==> config.mk <==
export PLATFORM = sky130hd
export DESIGN_NAME = i2c_master_rd
export DESIGN_NICKNAME = d
export VERILOG_FILES = /design/src/rtl/i2c_master_rd.sv
export SDC_FILE = /design/constraint.sdc
export NUM_CORES = 1
export LEC_CHECK = 0
export ABC_CLOCK_PERIOD_IN_PS = 2970
export BUFFER_PORTS_ARGS = -buffer_cell sky130_fd_sc_hd__clkbuf_2
export CAP_MARGIN = 20
export CORE_ASPECT_RATIO = 1.2
export CORE_UTILIZATION = 30
export CTS_BUF_LIST = sky130_fd_sc_hd__clkbuf_8
export CTS_CLUSTER_SIZE = 14
export DETAILED_ROUTE_END_ITERATION = 12
export SYNTH_ARGS = -nofsm -noshare
export SYNTH_HDL_FRONTEND = slang
export SYNTH_SLANG_ARGS = --single-unit
==> constraint.sdc <==
create_clock -name clk -period 2.97 [get_ports clk]
set_clock_uncertainty 0.05 [all_clocks]
set_input_delay 0.4455 -clock clk [delete_from_list [all_inputs] [get_ports clk]]
set_output_delay 0.4455 -clock clk [all_outputs]
set_load 0.02 [all_outputs]
==> src/rtl/i2c_master_rd.sv <==
// I2C read master: drives START, the address byte {SLAVE_ADDR,1}, then reads
// num_bytes bytes from the addressed slave. Every byte is ACKed except the last,
// which is NACKed. The transfer ends with STOP.
//
// Ports:
//   clk        system clock, rising edge
//   n_rst      synchronous active-high reset
//   start      request a read; accepted only in idle
//   num_bytes  byte count, captured with the accepted start
//   sda_in     wired-AND SDA as seen on the bus
//   scl        SCL drive (1 = released)
//   sda_out    SDA drive (1 = released, 0 = pull low)
//   rx_data    last received byte
//   rx_valid   one-cycle strobe, rx_data newly valid
//   busy       transaction in progress
//   done       one-cycle strobe at transaction end
//   nack_err   address was NACKed in the last transaction
//
// Each bit slot has four quarters of CLK_DIV clocks. SCL is low in q0/q1 and
// high in q2/q3. SDA changes at the start of q1 and is sampled on the last
// clock of q2. Legal CLK_DIV range is 4..255.
module i2c_master_rd #(
  parameter logic [6:0]  SLAVE_ADDR = 7'b1111000,
  parameter int unsigned CLK_DIV    = 4
) (
  input  logic       clk,
  input  logic       n_rst,
  input  logic       start,
  input  logic [7:0] num_bytes,
  input  logic       sda_in,
  output logic       scl,
  output logic       sda_out,
  output logic [7:0] rx_data,
  output logic       rx_valid,
  output logic       busy,
  output logic       done,
  output logic       nack_err
);

  typedef enum logic [2:0] {
    StIdle,
    StStart,
    StAddr,
    StAddrAck,
    StRead,
    StMack,
    StStop,
    StDone
  } state_e;

  localparam logic [7:0] QLast    = 8'(CLK_DIV - 1);
  localparam logic [7:0] AddrByte = {SLAVE_ADDR, 1'b1};

  state_e     state_q, state_d;
  logic [7:0] qcnt_q, qcnt_d;         // clocks within the current quarter
  logic [2:0] qidx_q, qidx_d;         // quarter index within the current slot/phase
  logic [2:0] bit_cnt_q, bit_cnt_d;
  logic [7:0] byte_cnt_q, byte_cnt_d;
  logic [7:0] shift_q, shift_d;
  logic       ack_q, ack_d;           // sampled address-ACK bit (0 = ACK)
  logic       scl_q, scl_d;
  logic       sda_q, sda_d;
  logic [7:0] rx_data_q, rx_data_d;
  logic       rx_valid_q, rx_valid_d;
  logic       nack_q, nack_d;

  logic       timed;
  logic       q_end;
  logic       slot_end;
  logic       drive_upd;
  logic       sample;
  logic [2:0] last_qidx;

  // Quarter bookkeeping shared by all timed states.
  always_comb begin
    last_qidx = 3'd3;
    if (state_q == StStart) begin
      last_qidx = 3'd1;
    end else if (state_q == StStop) begin
      last_qidx = 3'd5;
    end
    timed     = state_q inside {StStart, StAddr, StAddrAck, StRead, StMack, StStop};
    q_end     = timed && (qcnt_q == QLast);
    slot_end  = q_end && (qidx_q == last_qidx);
    drive_upd = q_end && (qidx_q == 3'd0);  // next clock is the first of q1
    sample    = q_end && (qidx_q == 3'd2);  // last clock of q2
  end

  always_comb begin
    state_d    = state_q;
    qcnt_d     = qcnt_q;
    qidx_d     = qidx_q;
    bit_cnt_d  = bit_cnt_q;
    byte_cnt_d = byte_cnt_q;
    shift_d    = shift_q;
    ack_d      = ack_q;
    sda_d      = sda_q;
    rx_data_d  = rx_data_q;
    rx_valid_d = 1'b0;
    nack_d     = nack_q;
    scl_d      = 1'b1;

    if (timed) begin
      if (q_end) begin
        qcnt_d = 8'd0;
        qidx_d = slot_end ? 3'd0 : qidx_q + 3'd1;
      end else begin
        qcnt_d = qcnt_q + 8'd1;
      end
    end

    case (state_q)
      StIdle: begin
        sda_d = 1'b1;
        if (start) begin
          state_d    = StStart;
          byte_cnt_d = num_bytes;
          nack_d     = 1'b0;
          bit_cnt_d  = 3'd0;
          qcnt_d     = 8'd0;
          qidx_d     = 3'd0;
          sda_d      = 1'b0;  // START: SDA falls while SCL is high
        end
      end
      StStart: begin
        if (slot_end) begin
          state_d = StAddr;
        end
      end
      StAddr: begin
        if (drive_upd) begin
          sda_d = AddrByte[3'd7 - bit_cnt_q];
        end
        if (slot_end) begin
          bit_cnt_d = bit_cnt_q + 3'd1;
          if (bit_cnt_q == 3'd7) begin
            state_d = StAddrAck;
          end
        end
      end
      StAddrAck: begin
        if (drive_upd) begin
          sda_d = 1'b1;
        end
        if (sample) begin
          ack_d = sda_in;
          if (sda_in) begin
            nack_d = 1'b1;
          end
        end
        if (slot_end) begin
          state_d = (ack_q || (byte_cnt_q == 8'd0)) ? StStop : StRead;
        end
      end
      StRead: begin
        if (drive_upd) begin
          sda_d = 1'b1;
        end
        if (sample) begin
          shift_d = {shift_q[6:0], sda_in};
          if (bit_cnt_q == 3'd7) begin
            rx_data_d  = {shift_q[6:0], sda_in};
            rx_valid_d = 1'b1;
            if (byte_cnt_q != 8'd0) begin
              byte_cnt_d = byte_cnt_q - 8'd1;
            end
          end
        end
        if (slot_end) begin
          bit_cnt_d = bit_cnt_q + 3'd1;
          if (bit_cnt_q == 3'd7) begin
            state_d = StMack;
          end
        end
      end
      StMack: begin
        // ACK while more bytes remain, NACK the final byte.
        if (drive_upd) begin
          sda_d = (byte_cnt_q == 8'd0);
        end
        if (slot_end) begin
          state_d = (byte_cnt_q == 8'd0) ? StStop : StRead;
        end
      end
      StStop: begin
        // q0 scl low/sda held, q1 sda low, q2-q3 scl high, q4 sda release, q5 bus free.
        if (drive_upd) begin
          sda_d = 1'b0;
        end
        if (q_end && (qidx_q == 3'd3)) begin
          sda_d = 1'b1;
        end
        if (slot_end) begin
          state_d = StDone;
        end
      end
      StDone: begin
        state_d = StIdle;
      end
      default: begin
        state_d = StIdle;
      end
    endcase

    // SCL follows the quarter that the next cycle will be in.
    if (state_d inside {StAddr, StAddrAck, StRead, StMack, StStop}) begin
      scl_d = qidx_d[2] | qidx_d[1];
    end
  end

  always_ff @(posedge clk) begin
    if (n_rst) begin
      state_q    <= StIdle;
      qcnt_q     <= 8'd0;
      qidx_q     <= 3'd0;
      bit_cnt_q  <= 3'd0;
      byte_cnt_q <= 8'd0;
      shift_q    <= 8'd0;
      ack_q      <= 1'b0;
      scl_q      <= 1'b1;
      sda_q      <= 1'b1;
      rx_data_q  <= 8'd0;
      rx_valid_q <= 1'b0;
      nack_q     <= 1'b0;
    end else begin
      state_q    <= state_d;
      qcnt_q     <= qcnt_d;
      qidx_q     <= qidx_d;
      bit_cnt_q  <= bit_cnt_d;
      byte_cnt_q <= byte_cnt_d;
      shift_q    <= shift_d;
      ack_q      <= ack_d;
      scl_q      <= scl_d;
      sda_q      <= sda_d;
      rx_data_q  <= rx_data_d;
      rx_valid_q <= rx_valid_d;
      nack_q     <= nack_d;
    end
  end

  assign scl      = scl_q;
  assign sda_out  = sda_q;
  assign rx_data  = rx_data_q;
  assign rx_valid = rx_valid_q;
  assign nack_err = nack_q;
  assign busy     = (state_q != StIdle) && (state_q != StDone);
  assign done     = (state_q == StDone);

endmodule
==> results.toml <==
[yosys]
netlist_instances = 272
synth_xor_area_frac = 0.03340
synth_top_area_cell = "dfxtp_1"
muxShareOfSynthArea = 0.08908
netlist.area_leader.share = 0.3818
ys_types = 47
ys.flop_type = "dfxtp_1"
yosysSeqAreaShare = 0.3818
ys_warn_count = 0
avgSynthCellArea_sq_um = 8.676
syn-cell-area_sq_mm = 0.002360
synthAdderAreaFrac = 0.05302
synth.area.top_cells = "dfxtp_1, mux2i_1, nor2_1"
synth-edff-count = 0
synth_compound_area_frac = 0.1251
yosysMostFrequentCell = "dfxtp_1"
synth_top_family_by_area = "simple AND/OR/NAND/NOR gates"
synthSimpleGateAreaFrac = 0.2678
syn_nets = 294
ys_ff_latch = 45
synthArstFlopShare = 0
netlist_top_cells_count = "dfxtp_1, nor2_1, a21oi_1, mux2i_1, nand2_1"

[worst_hold_path]
hp-class = "in2reg"

[placed_design]
hpwl_um = 3361
dpl.cell_count = 380
io_buffers = 25
gp_congestion = 0.7836

[clocking]
htreeDepth = 2
cts_root_buffer = "clkbuf_8"
numCtsBuffers = 5
post_cts_buffers = 0
clock_latency_ns = 0.30
cts_resized = 0
path_clk_slew_ns = 0.10
clkSinkCount = 45
clk_path_buf_depth = 2
cts_hold_repair.buffers = 0
cts_tree = "done"

[floorplan]
rows = 35
core_area_sq_mm = 0.007664
io-pin-count = 26
initial_utilization = 0.3079
die_x_um = 82.96
die-area_sq_mm = 0.008226
die_h_um = 99.16

[sta]
finalHoldViolCount = 0
hold_slack_ns = 0.3838
fin_crit_ns = 2.761
fin_crit_sh = 0.9295
setup_viol = 0
fmax_ghz = 0.3622
slew_headroom = 0.4132
rsz0062_at_grt = "no"
worst_slew_pin_slew_ns = 0.8664
fin_tns_setup_ns = 0
slew_viol_final = 0

[worst_setup_path]
crit_chain = "ha_1, or3b_1, or4_4, nor3_2, a31oi_4, or3_1, a31oi_1"
r2r_start = "qcnt_q[0]"
criticalPathCategory = "reg2reg"
critPathLaunch = "qcnt_q[0]"
endpoint = "byte_cnt_q[0]"
critPathSlowestCell = "or4_4"
cp.arrival_ns = 2.94
r2r-end = "byte_cnt_q[0]"
reg2reg_depth = 7
crit_cells = 7
critPathTopFamily = "simple AND/OR/NAND/NOR gates"
critPathBufInv = 0
max_stage_delay_ns = 0.49
cp-end-kind = "flip-flop"
required_ns = 3.14
startpoint_type = "flip-flop"
rrSetupSlack_ns = 0.21
crit_fanout = 17

[final_layout]
nNetsFinal = 317
area_delta_synth_final_pct = 14.16
drive_gt1_frac = 0.1723
n_antenna_cell = 0
final_cells = 388
utilization = 0.3515

[pwr]
p_leak_nw = 1.022
ir_drop_mv = 0.2211
cellPowerDensity_mw_per_mm2 = 454.7

[run]
cap_violations = 0

[detailed_routing]
dr.pass1.iters = 4
remaining_drc_errors = 0
wl_per_cell_um = 12.46
antenna_left = 0
viasPerCell = 4.961
drt_iter0_drc = 120
dr_total_vias = 1925
wl_um = 4835

[global_route]
grt_pass1_wl_um = 8286
grt_max_degree = 37
grt-ovfl-total = 0
grt_use_total = 0.1224
grt_antenna_before_repair = 0
grt_pass1_vias = 1799

[outcome]
status = "finished, final reports clean"
[state kept, by name, summed over array words and instances, names as in the netlist]
register and cells:
ack_q 1, bit_cnt_q 3, byte_cnt_q 8, nack_err 1
qcnt_q 8, qidx_q 3, rx_data 8, rx_valid 1
scl 1, sda_out 1, shift_q 7, state_q 3
[kinds of logic (layout without fill, tap and decap cells)]
kind of cell | Yosys count | in the layout
simple gates | 117 | 117
mux | 21 | 21
buf+inv | 25 | 49
compound gates | 45 | 45
xor+xnor | 9 | 9
flops | 45 | 45
fa+ha+maj | 10 | 10
[cells in the final DEF (no fill, tap or decap), types with 2 or more instances in the layout]
cell | netlist | layout
dfxtp_1 | 45 | 45
nor4_1 | 5 | 5
xor2_1 | 4 | 4
or2_0 | 5 | 5
a31oi_1 | 2 | 2
clkbuf_2 | 0 | 25
a221oi_1 | 2 | 2
and3b_1 | 2 | 2
nand3_1 | 6 | 6
and3_1 | 5 | 5
inv_1 | 7 | 7
nand4_1 | 4 | 4
nor3_1 | 5 | 5
a21oi_1 | 21 | 21
nand2b_1 | 7 | 7
buf_4 | 2 | 9
or3_1 | 3 | 3
ha_1 | 10 | 10
clkbuf_8 | 0 | 5
xnor2_1 | 5 | 5
nand2_1 | 17 | 17
mux2i_1 | 21 | 21
nor3_2 | 2 | 2
nor3b_1 | 2 | 2
nor2_1 | 44 | 44
a211oi_1 | 4 | 4
or4_4 | 2 | 2
o21ai_1 | 6 | 6
[worst reg2reg max path, cell delays in order (launching register included)]
cell and delay (ns):
dfxtp_1 0.38, ha_1 0.22, or3b_1 0.42, or4_4 0.49, nor3_2 0.35, a31oi_4 0.25
or3_1 0.36, a31oi_1 0.16
[worst min-delay path by stage]
stage                  from             to  slack (ns)  cells past startpoint
5_1_grt        num_bytes[0]  byte_cnt_q[0]        0.38                      3
6_report       num_bytes[0]  byte_cnt_q[0]        0.38                      3
2_1_floorplan         ack_q          ack_q        0.40                      2
3_3_place_gp   bit_cnt_q[1]   bit_cnt_q[1]        0.41                      2
4_1_cts        num_bytes[0]  byte_cnt_q[0]        0.38                      3
3_5_place_dp       nack_err       nack_err        0.41                      2
[power by group]
part	leakage, nW	internal [W]	switching, W
sequential	0.364	0.000614	0.00000940
clock	0.0563	0.000256	0.000229
combinational	0.601	0.0000461	0.0000700
[metal layers]
layer | global-route usage | part of all wire
met1 | 0.1590 | 0.47
met2 | 0.2024 | 0.48
met3 | 0.02075 | 0.036
met4 | 0.04907 | 0.014
met5 | 0 | 0
[through the flow]
step / power (W) / setup slack [ns] / cell area (sq um)
2_1_floorplan: 0.0007196 / 0.3509 / 2360
3_3_place_gp: 0.0007525 / 0.3019 / 2576
3_5_place_dp: 0.0007544 / 0.2166 / 2576
4_1_cts: 0.001245 / 0.1859 / 2694
5_1_grt: 0.001286 / 0.05261 / 2694
6_report: 0.001225 / 0.2094 / 2694
[layout make-up]
| type | count | area (sq um) |
|---|---|---|
| inverter | 7 | 26.28 |
| clock buffer | 5 | 68.82 |
| fill | 780 | 4970 |
| tap | 92 | 115.1 |
| timing repair buffer | 34 | 192.7 |
| sequential | 45 | 900.9 |
| multi-input combinational | 202 | 1341 |
| clock inverter | 3 | 48.80 |
Note: power is estimated with default switching activity, not from simulation.
